==> src/rtl/fu_complete_buffer.sv <==
// ---------------------------------------------------------------------------
// fu_complete_buffer
//
// This is the functional-unit end of the CDB completion handshake. It sits
// between one FU's writeback stage and the CDB arbiter. Completed destination
// tags are queued in a circular FIFO. The head tag is offered to the arbiter one
// request at a time. A tag is retired only when the arbiter's registered grant
// comes back one cycle later, during WAIT, so no tag is broadcast twice and no
// tag is lost.
//
// Parameters
//   TAG_W  physical register tag width (default $clog2(`PREG_NUMBER) = 6)
//   DEPTH  FIFO entries; must be a power of two and >= 2 (default 4)
//
// Ports
//   clk            in   rising-edge clock
//   reset          in   synchronous, active-low reset
//   push_i         in   the FU has a completed tag this cycle
//   push_tag_i     in   tag to enqueue
//   full_o         out  buffer holds DEPTH tags; the FU must not push
//   count_o        out  number of valid entries
//   complete_o     out  CDB request
//   tag_o          out  tag offered on the CDB (0 when the buffer is empty)
//   complete_en_i  in   registered grant from the CDB arbiter
//   flush_i        in   squash: drop every queued tag
//
// Configuration macro
//   CB_BYPASS_EN   If defined, a push into an empty, idle buffer is offered
//                  combinationally in the same cycle. The tag is still stored,
//                  and the FSM goes straight to WAIT. If undefined, all outputs
//                  come from registered state only.
// ---------------------------------------------------------------------------
`ifndef PREG_NUMBER
`define PREG_NUMBER 64
`endif

module fu_complete_buffer #(
  parameter int TAG_W = $clog2(`PREG_NUMBER),
  parameter int DEPTH = 4
) (
  input  logic                     clk,
  input  logic                     reset,
  input  logic                     push_i,
  input  logic [TAG_W-1:0]         push_tag_i,
  output logic                     full_o,
  output logic [$clog2(DEPTH):0]   count_o,
  output logic                     complete_o,
  output logic [TAG_W-1:0]         tag_o,
  input  logic                     complete_en_i,
  input  logic                     flush_i
);

  localparam int PW = $clog2(DEPTH);
  localparam int CW = PW + 1;

  typedef enum logic [1:0] {
    ST_IDLE = 2'd0,
    ST_REQ  = 2'd1,
    ST_WAIT = 2'd2
  } state_t;

  state_t           state, state_nxt;
  logic [TAG_W-1:0] mem [DEPTH];
  logic [PW-1:0]    head, tail;
  logic [CW-1:0]    count, count_nxt;
  logic             push_ok, pop, bypass_hit;

  // Full is derived from the registered count. A push while full is dropped,
  // even when a pop happens in the same cycle.
  assign full_o  = (count == CW'(DEPTH));
  assign count_o = count;
  assign push_ok = push_i && !full_o;
  // A grant pops only in WAIT. The non-empty guard keeps a stale grant from
  // underflowing the buffer.
  assign pop     = (state == ST_WAIT) && complete_en_i && (count != '0);

  assign count_nxt = count + CW'(push_ok) - CW'(pop);

`ifdef CB_BYPASS_EN
  assign bypass_hit = (state == ST_IDLE) && (count == '0) && push_i;
`else
  assign bypass_hit = 1'b0;
`endif

  // NOTE: every combinational output gets a default first, so no latch is inferred.
  always_comb begin
    state_nxt = state;
    unique case (state)
      ST_IDLE: begin
        // Any grant seen in IDLE is stale (for example, after a flush) and is ignored.
        if (bypass_hit)                     state_nxt = ST_WAIT;
        else if (count != '0 || push_i)     state_nxt = ST_REQ;
      end
      ST_REQ:  state_nxt = ST_WAIT;
      ST_WAIT: begin
        if (complete_en_i) state_nxt = (count_nxt != '0) ? ST_REQ : ST_IDLE;
        else               state_nxt = ST_REQ;  // denied: re-offer the same head
      end
      default: state_nxt = ST_IDLE;
    endcase
    if (flush_i) state_nxt = ST_IDLE;
  end

  assign complete_o = (state == ST_REQ) || bypass_hit;
  assign tag_o      = bypass_hit      ? push_tag_i :
                      (count != '0)   ? mem[head]  : '0;

  // NOTE: sequential state uses non-blocking assignments only, so every
  // always_ff block sees the values from before the clock edge.
  always_ff @(posedge clk) begin
    if (!reset) begin
      state <= ST_IDLE;
      head  <= '0;
      tail  <= '0;
      count <= '0;
    end else if (flush_i) begin
      state <= ST_IDLE;
      head  <= '0;
      tail  <= '0;
      count <= '0;
    end else begin
      state <= state_nxt;
      count <= count_nxt;
      if (push_ok) tail <= tail + PW'(1);
      if (pop)     head <= head + PW'(1);
    end
  end

  // NOTE: the tag storage has no reset. Entries are never read unless count
  // says they are valid, so clearing them would only cost reset fan-out.
  always_ff @(posedge clk) begin
    if (push_ok && !flush_i) mem[tail] <= push_tag_i;
  end

endmodule

==> config.mk <==
export PLATFORM = sky130hd
export DESIGN_NAME = fu_complete_buffer
export DESIGN_NICKNAME = d
export VERILOG_FILES = /design/src/rtl/fu_complete_buffer.sv
export SDC_FILE = /design/constraint.sdc
export NUM_CORES = 1
export LEC_CHECK = 0
export CORE_ASPECT_RATIO = 0.7
export CORE_MARGIN = 5
export CORE_UTILIZATION = 47
export CTS_CLUSTER_SIZE = 10
export DETAILED_ROUTE_END_ITERATION = 8
export PLACE_DENSITY = 0.82
export SLEW_MARGIN = 10
export SYNTH_ARGS = -nofsm -noshare
export SYNTH_HDL_FRONTEND = slang
export SYNTH_SLANG_ARGS = --single-unit
==> constraint.sdc <==
create_clock -name clk -period 6.3 [get_ports clk]
set_input_delay 0.63 -clock clk [delete_from_list [all_inputs] [get_ports clk]]
set_output_delay 0.63 -clock clk [all_outputs]
set_load 0.1 [all_outputs]
==> flow_summary.toml, run 1 <==
[outcome]
outcome = "complete, no violations"

[place]
hpwlAfterDp_mm = 1.892
place_ws_ns = 3.385
gp_congestion = 0.8263
dp.cells = 157
port-buffer-count = 21

[synthesis]
synth_seq_cells = 35
syn_inst = 100
synth_nets = 118
synth_seq_area_share_pct = 63.09
yosysWarnings = 0
synth_area_mm2 = 0.001491
avgSynthCellArea_um2 = 14.91
ys_types = 28

[sta]
rsz0062_at_grt = "no"
worst_slew_pin_slew_ns = 0.9818
drv_slew = 0
finalCritPeriodShare_pct = 50.75
tns_ns = 0
skew_ns = 0.01230
min_period_ns = 3.197
timing.fmax_ghz = 0.3128
finalSetupViolCount = 0
slew_headroom_pct = 34.34
timing.final.ws_setup_ns = 3.103
hold_viol_final = 0

[routing]
drt_pass1_iterations = 4
met3_length_um = 138
wl_met2_mm = 1.337
drc = 0
highest_layer = "met4"
wire_per_inst_um = 16.21
vias = 845
drtAntennaViolNets = 0
drt_wl_total_mm = 2.674
vias_per_cell = 5.121
wl_met1_mm = 1.157
drtIter0Drc = 57

[hold_path]
hp-class = "reg2reg"

[clock_tree]
clock_latency_ns = 0.29
clk_pin_slew_ns = 0.08
postCtsSetupBuffers = 0
cts.sinks = 35
cts_root_buf = "clkbuf_8"
hold_buffers = 0
post_cts_resized = 0
htree_levels = 2
cts_tree = "built"
cts_max_path_buffers = 2
cts_buffers = 5

[die]
core-area_mm2 = 0.003105
fp.dieW_um = 77.33
fp.dieArea_mm2 = 0.004418
std_cell_rows = 17
start_util_pct = 48.03
dieHeight_um = 57.13
io_pins = 22

[final_layout]
layout_common_cells = "edfxtp_1 (24), clkdlybuf4s50_1 (21), dfxtp_1 (11)"
mostFrequentLayoutCell = "edfxtp_1"
drive_gt1_share_pct = 16.54
area_growth_pct = 24.92
multi_input_area_um2 = 501.7
final_cells = 165
finalNetCount = 144
antenna_cells = 0
ff_latch_area_um2 = 940.9
fillCellCount = 233

[setup_path]
cp-end-kind = "output port"
critPathMaxFanout = 6
cp.required_ns = 5.67
cp_cell_sequence = "mux4_2 > and2b_2 > clkdlybuf4s50_1"
path_delay_family = "buffers and inverters"
max_stage_delay_ns = 0.96
crit_path_start_kind = "flop"
critPathKind = "reg2out"
path_buf_inv = 1
cp_slowest_cell = "clkdlybuf4s50_1"
crit_arrival_ns = 2.57

[global_routing]
grt_max_degree = 12
grt_usage_pct = 13.42
antenna_found_initial = 0
grt_pass1_vias = 920
grt.overflow.total = 0
grt_pass1_wl_mm = 4.422

[power_and_ir_drop]
power.leakage_uw = 0.0006477
p_per_area_mw_per_mm2 = 290.4
peakVddDrop_v = 0.0002080

[flow_run]
max-cap-violations = 0
==> worst min-delay path, delay by kind of cell, from the launching register on <==
kind	cells	cell delay [ns]
compound gates	2	0.13
flops	1	0.34
==> Yosys cell counts, drive strengths merged <==
master	instances	area share [%]
mux4	6	9.1
and2b	1	0.59
a31o	1	0.59
nand3	2	0.67
a211o	1	0.67
a21oi	4	1.3
o21ai	3	1.0
dfxtp	11	15
nor3	2	1.0
a41oi	1	0.59
nor2	5	1.3
fa	1	1.3
nand3b	1	0.50
o311a	1	0.75
buf	2	1.3
and2	7	2.9
or3b	1	0.75
nor2b	7	2.9
inv	8	2.0
or3	1	0.75
edfxtp	24	48
ha	6	5.0
nand2b	1	0.42
xnor2	2	1.2
nand2	1	0.25
==> worst paths after layout <==
kind | start | end | slack, ns | cells past startpoint
max reg2reg | count_o[1] | state[0] | 3.56 | 9
min reg2reg | state[0] | state[0] | 0.52 | 2
max | flop | tag_o[5] | 3.10 | 3
min | state[0] | state[0] | 0.52 | 2
==> power breakdown <==
part | switching, µW | internal, µW | total [µW]
Combinational | 34.8 | 17.3 | 52.2
Clock | 79.0 | 158 | 237
Sequential | 2.15 | 250 | 252
Total | 116 | 425 | 541
==> sequential cells by signal, summed over array words and instances, names as in the netlist, named ones only <==
name     count
head         2
mem         24
state        2
count_o      3
tail         2
==> metal layers <==
| layer | global-route usage (%) | vias to the layer above |
|---|---|---|
| met5 | 0 | - |
| met4 | 6.618 | 0 |
| met3 | 4.574 | 4 |
| met2 | 22.54 | 19 |
| met1 | 15.46 | 409 |
| li1 | - | 413 |
==> cell type report <==
class | count | share of cell area (%)
flip-flops and latches | 35 | 50.50
clock inverters | 2 | 3.224
multi-input cells | 55 | 26.93
clock buffers | 6 | 3.895
well taps | 38 | 2.552
repair buffers | 21 | 11.28
inverters | 8 | 1.612
==> metrics by stage <==
step                      power (µW)  cell area (µm²)  hold slack, ns  utilization [%]
final                          541.0             1863          0.5198            59.99
after global routing           560.3             1863          0.5482            59.99
after CTS                      543.2             1863          0.5172            59.99
after detailed placement       309.0             1730          0.5060            55.72
after global placement         307.5             1730          0.4874            55.72
after floorplan                292.1             1491          0.4738                -
==> cells by family after synthesis <==
group / Yosys count / share of synthesized area (%)
AO/OA/AOI/OAI: 11 / 4.950
buffers and inverters: 10 / 3.272
flip-flops: 35 / 63.09
XOR/XNOR: 2 / 1.175
AND/OR/NAND/NOR: 29 / 12.08
adder cells (fa/ha/maj): 7 / 6.376
multiplexers: 6 / 9.060
Note: power is estimated with default switching activity, not from simulation.
==> run 2, diff against run 1 <==
==> constraint.sdc (replaced) <==
create_clock -name clk -period 3.1 [get_ports clk]
set_input_delay 0.31 -clock clk [delete_from_list [all_inputs] [get_ports clk]]
set_output_delay 0.31 -clock clk [all_outputs]
set_load 0.1 [all_outputs]
==> run 2 against run 1 <==
  * Via count decreased by 0.24%
  * Critical path depth increased by 7
  * Combinational power grew 100%
  * Worst setup slack got worse by 2.3 ns
  * Total power increased by 90%
  * Register-to-register slack got worse by 2.8 ns
  * Die area is the same
  * Sequential cell count unchanged
  * Highest routed layer unchanged
==> flow_summary.toml, run 2 (same netlist as run 1, synthesis figures left out) <==
[outcome]
outcome = "complete, no violations"

[clock_tree]
cts_root_buf = "clkbuf_8"
hold_buffers = 0
htree_levels = 2
cts_buffers = 5
clk_pin_slew_ns = 0.07
cts.sinks = 35
post_cts_resized = 0
postCtsSetupBuffers = 0
clock_latency_ns = 0.27
cts_tree = "built"
cts_max_path_buffers = 2

[flow_run]
max-cap-violations = 0

[die]
fp.dieArea_mm2 = 0.004418
io_pins = 22
dieHeight_um = 57.13
core-area_mm2 = 0.003105
start_util_pct = 48.03
fp.dieW_um = 77.33
std_cell_rows = 17

[setup_path]
cp.required_ns = 3.25
cp-end-kind = "flop"
critPathKind = "reg2reg"
crit_path_start_kind = "flop"
critPathMaxFanout = 11
crit_arrival_ns = 2.45

[power_and_ir_drop]
p_per_area_mw_per_mm2 = 561.5
peakVddDrop_v = 0.0002094
power_uw = 1029
switching_share_pct = 22.10
internal-power_uw = 801.9
power.leakage_uw = 0.0006650
p_clk_share_pct = 40.1
power_frac_comb_pct = 10.2
p_seq_share_pct = 49.7
p_sw_uw = 227.5

[final_layout]
fillCellCount = 237
finalNetCount = 145
layout_common_cells = "edfxtp_1 (24), clkdlybuf4s50_1 (12), dfxtp_1 (11), buf_4 (10)"
area_growth_pct = 22.90
largest_reg_flops = 24
finalCoreUtilization_pct = 59.03
mostFrequentLayoutCell = "edfxtp_1"
antenna_cells = 0
drive_gt1_share_pct = 25.00
regMostFlops = "mem"
post-route-cell-area_mm2 = 0.001833

[sta]
drv_slew = 0
hold_viol_final = 0
timing.final.ws_setup_ns = 0.8000
min_period_ns = 2.300
skew_ns = 0.008065
finalSetupViolCount = 0
slew_headroom_pct = 33.77
tns_ns = 0
rsz0062_at_grt = "no"
worst_slew_pin_slew_ns = 0.9904
finalCritPeriodShare_pct = 74.19
timing.fmax_ghz = 0.4348

[global_routing]
grt_usage_pct = 12.02
grt.overflow.total = 0
grt_pass1_wl_mm = 4.091
grt_pass1_vias = 881
grt_max_degree = 12
antenna_found_initial = 0

[routing]
drc = 0
drtAntennaViolNets = 0
drt_wl_total_mm = 2.491
drt_pass1_iterations = 4
vias = 843
wire_per_inst_um = 15.01
vias_per_cell = 5.078
drtIter0Drc = 53

[place]
hpwlAfterDp_mm = 1.924
place_ws_ns = 0.6115
placed_area_mm2 = 0.001715
port-buffer-count = 21
gp_congestion = 0.6780

[hold_path]
hp-class = "reg2reg"
-- run 2: cell types whose count changed in the layout (fill, tap and decap cells not counted), sizes merged --
cell | before | now
clkdlybuf4s50 | 21 | 12
buf | 0 | 10
bufinv | 2 | 1
clkinv | 0 | 1
-- run 2: worst max-delay path: stages (launching register included) --
cell     delay [ns]
dfxtp_1        0.37
nor3_2         0.18
buf_4          0.19
nor2_1         0.09
ha_1           0.28
inv_1          0.04
ha_1           0.19
fa_1           0.39
xnor2_1        0.18
xnor2_1        0.16
a41oi_1        0.13
-- run 2: per-stage QoR --
stage          hold WS [ns]  cells
6_report             0.5058    166
3_5_place_dp         0.4949    158
2_1_floorplan        0.4089    100
4_1_cts              0.5050    166
5_1_grt              0.5381    166
3_3_place_gp         0.4895    158
-- run 2: cell type report --
class | count | area [µm²] | area share, %
repair buffers | 22 | 195.2 | 10.65
flip-flops and latches | 35 | 940.9 | 51.33
clock buffers | 6 | 82.58 | 4.505
well taps | 38 | 47.55 | 2.594
multi-input cells | 55 | 501.7 | 27.37
inverters | 8 | 30.03 | 1.638
clock inverters | 2 | 35.03 | 1.911
-- run 2: path summary, 6_finish.rpt --
| check | endpoint | startpoint | cells after the start | slack [ns] |
|---|---|---|---|---|
| worst max-delay path | state[0] | count_o[1] | 10 | 0.80 |
| worst min-delay path | state[0] | state[0] | 2 | 0.51 |
| worst max register to register | state[0] | count_o[1] | 10 | 0.80 |
| worst min register to register | state[0] | state[0] | 2 | 0.51 |
-- run 2: power by group through the flow --
stage	combinational [µW]	clock, µW	sequential (µW)
after floorplan	64.2	0	529
after global placement	104	0	521
after detailed placement	106	0	522
after CTS	106	417	512
after global routing	111	443	512
final	105	413	512
-- run 2: layer usage --
metal | up-vias | wire length, µm | global-route usage (%)
li1 | 415 | - | -
met1 | 411 | 1131 | 15.82
met2 | 15 | 1270 | 19.90
met3 | 2 | 67 | 2.366
met4 | 0 | 21 | 4.412
met5 | - | 0 | 0
==> run 3, diff against run 2 <==
==> constraint.sdc (replaced) <==
create_clock -name clk -period 2.18 [get_ports clk]
set_input_delay 0.218 -clock clk [delete_from_list [all_inputs] [get_ports clk]]
set_output_delay 0.218 -clock clk [all_outputs]
set_load 0.1 [all_outputs]
==> run 3 against run 2 <==
  * Die area is the same
  * Routed wire length rose by 10%
  * Register-to-register slack got worse by 0.74 ns
  * Non-clock buffer count increased by 5
  * Via count grew 3.9%
  * Sequential power up 42%
  * Critical path depth fell by 1
  * Hold slack better by 0.023 ns
  * Global-route usage is 0.81 points higher
==> flow_summary.toml, run 3 (same netlist as run 1, synthesis figures left out) <==
[outcome]
outcome = "complete, no violations"

[final_layout]
finalCoreUtilization_pct = 65.31
fillCellCount = 204
largest_reg_flops = 24
post-route-cell-area_mm2 = 0.002028
finalNetCount = 150
area_growth_pct = 35.99
layout_common_cells = "edfxtp_1 (24), clkdlybuf4s50_1 (10), buf_4 (10), dfxtp_1 (8)"
mostFrequentLayoutCell = "edfxtp_1"
antenna_cells = 0
drive_gt1_share_pct = 40.60
regMostFlops = "mem"

[die]
core-area_mm2 = 0.003105
dieHeight_um = 57.13
std_cell_rows = 17
io_pins = 22
fp.dieW_um = 77.33
fp.dieArea_mm2 = 0.004418
start_util_pct = 48.03

[global_routing]
grt.overflow.total = 0
grt_max_degree = 12
grt_usage_pct = 12.83
antenna_found_initial = 0
grt_pass1_vias = 911
grt_pass1_wl_mm = 4.298

[setup_path]
crit_arrival_ns = 2.27
cp-end-kind = "flop"
cp.required_ns = 2.33
crit_path_start_kind = "flop"
critPathKind = "reg2reg"
critPathMaxFanout = 5

[sta]
min_period_ns = 2.120
finalSetupViolCount = 0
skew_ns = 0.003162
timing.fmax_ghz = 0.4718
worst_slew_pin_slew_ns = 0.4040
slew_headroom_pct = 73.03
drv_slew = 0
hold_viol_final = 0
rsz0062_at_grt = "yes"
finalCritPeriodShare_pct = 97.23

[hold_path]
hp-class = "reg2reg"

[power_and_ir_drop]
internal-power_uw = 1160
power_frac_comb_pct = 12.1
p_sw_uw = 335.7
power.leakage_uw = 0.0007294
p_seq_share_pct = 48.6
peakVddDrop_v = 0.0005534
p_clk_share_pct = 39.3
p_per_area_mw_per_mm2 = 737.4
switching_share_pct = 22.44

[clock_tree]
cts_root_buf = "clkbuf_8"
clk_pin_slew_ns = 0.07
htree_levels = 2
clock_latency_ns = 0.28
cts_buffers = 5
cts.sinks = 35
cts_max_path_buffers = 2
hold_buffers = 0
cts_tree = "built"

[place]
port-buffer-count = 21
placed_area_mm2 = 0.001861
gp_congestion = 0.7154
hpwlAfterDp_mm = 1.852

[routing]
vias = 876
drtIter0Drc = 60
drt_wl_total_mm = 2.742
wire_per_inst_um = 16.04
drt_pass1_iterations = 4
drc = 0
vias_per_cell = 5.123
drtAntennaViolNets = 0

[flow_run]
max-cap-violations = 0
-- run 3: cell count changes in the layout (fill, tap and decap cells not counted), sizes merged --
cell	previous run	this run
clkdlybuf4s50	12	10
buf	10	17
-- run 3: stage by stage --
step | setup TNS [ns] | setup slack [ns] | total power, µW | hold slack [ns] | cells
3_5_place_dp | -0.1553 | -0.1178 | 914.3 | 0.5044 | 162
3_3_place_gp | -0.04084 | -0.04084 | 910.0 | 0.4990 | 162
6_report | 0 | 0.06040 | 1496 | 0.5285 | 171
4_1_cts | 0 | 0.008063 | 1507 | 0.5150 | 170
5_1_grt | -0.02650 | -0.02650 | 1551 | 0.5660 | 171
2_1_floorplan | -0.1549 | -0.1210 | 846.1 | 0.3169 | 100
-- run 3: what timing repair did --
item	CTS	global route
gates resized for setup	0	8
setup endpoints to repair	0	1
hold endpoints to repair	0	0
setup buffers	0	1
-- run 3: path summary, 6_finish.rpt --
| check | depth (start not counted) | to | from | slack, ns |
|---|---|---|---|---|
| max reg2reg | 9 | state[0] | count_o[1] | 0.06 |
| max | 9 | state[0] | count_o[1] | 0.06 |
| min reg2reg | 2 | tail[1] | tail[1] | 0.53 |
| min | 2 | tail[1] | tail[1] | 0.53 |
-- run 3: power by group through the flow --
stage	registers, µW	logic [µW]	clock network (µW)
after floorplan	751	95.0	0
final	726	181	588
after detailed placement	740	174	0
after global routing	727	191	633
after global placement	739	171	0
after CTS	725	175	607
-- run 3: final cells by class --
type	instances	area, µm²	share of cell area [%]
clock buffers	6	82.58	4.072
clock inverters	2	35.03	1.727
inverters	8	30.03	1.481
multi-input cells	55	565.5	27.88
flip-flops and latches	35	952.2	46.95
well taps	38	47.55	2.344
repair buffers	27	315.3	15.55
-- run 3: critical path, stage by stage, from the launching register on --
cell and delay (ns):
dfxtp_4 0.37, or3b_4 0.42, nand2_4 0.08, ha_4 0.12, inv_2 0.04, ha_4 0.15
fa_2 0.37, xnor2_2 0.14, xnor2_1 0.18, a41oi_1 0.13
-- run 3: layer usage --
| layer | global-route usage, % | vias up | routed length [µm] |
|---|---|---|---|
| li1 | - | 424 | - |
| met1 | 18.37 | 424 | 1234 |
| met2 | 17.63 | 28 | 1344 |
| met3 | 4.732 | 0 | 163 |
| met4 | 5.147 | 0 | 0 |
| met5 | 0 | - | 0 |
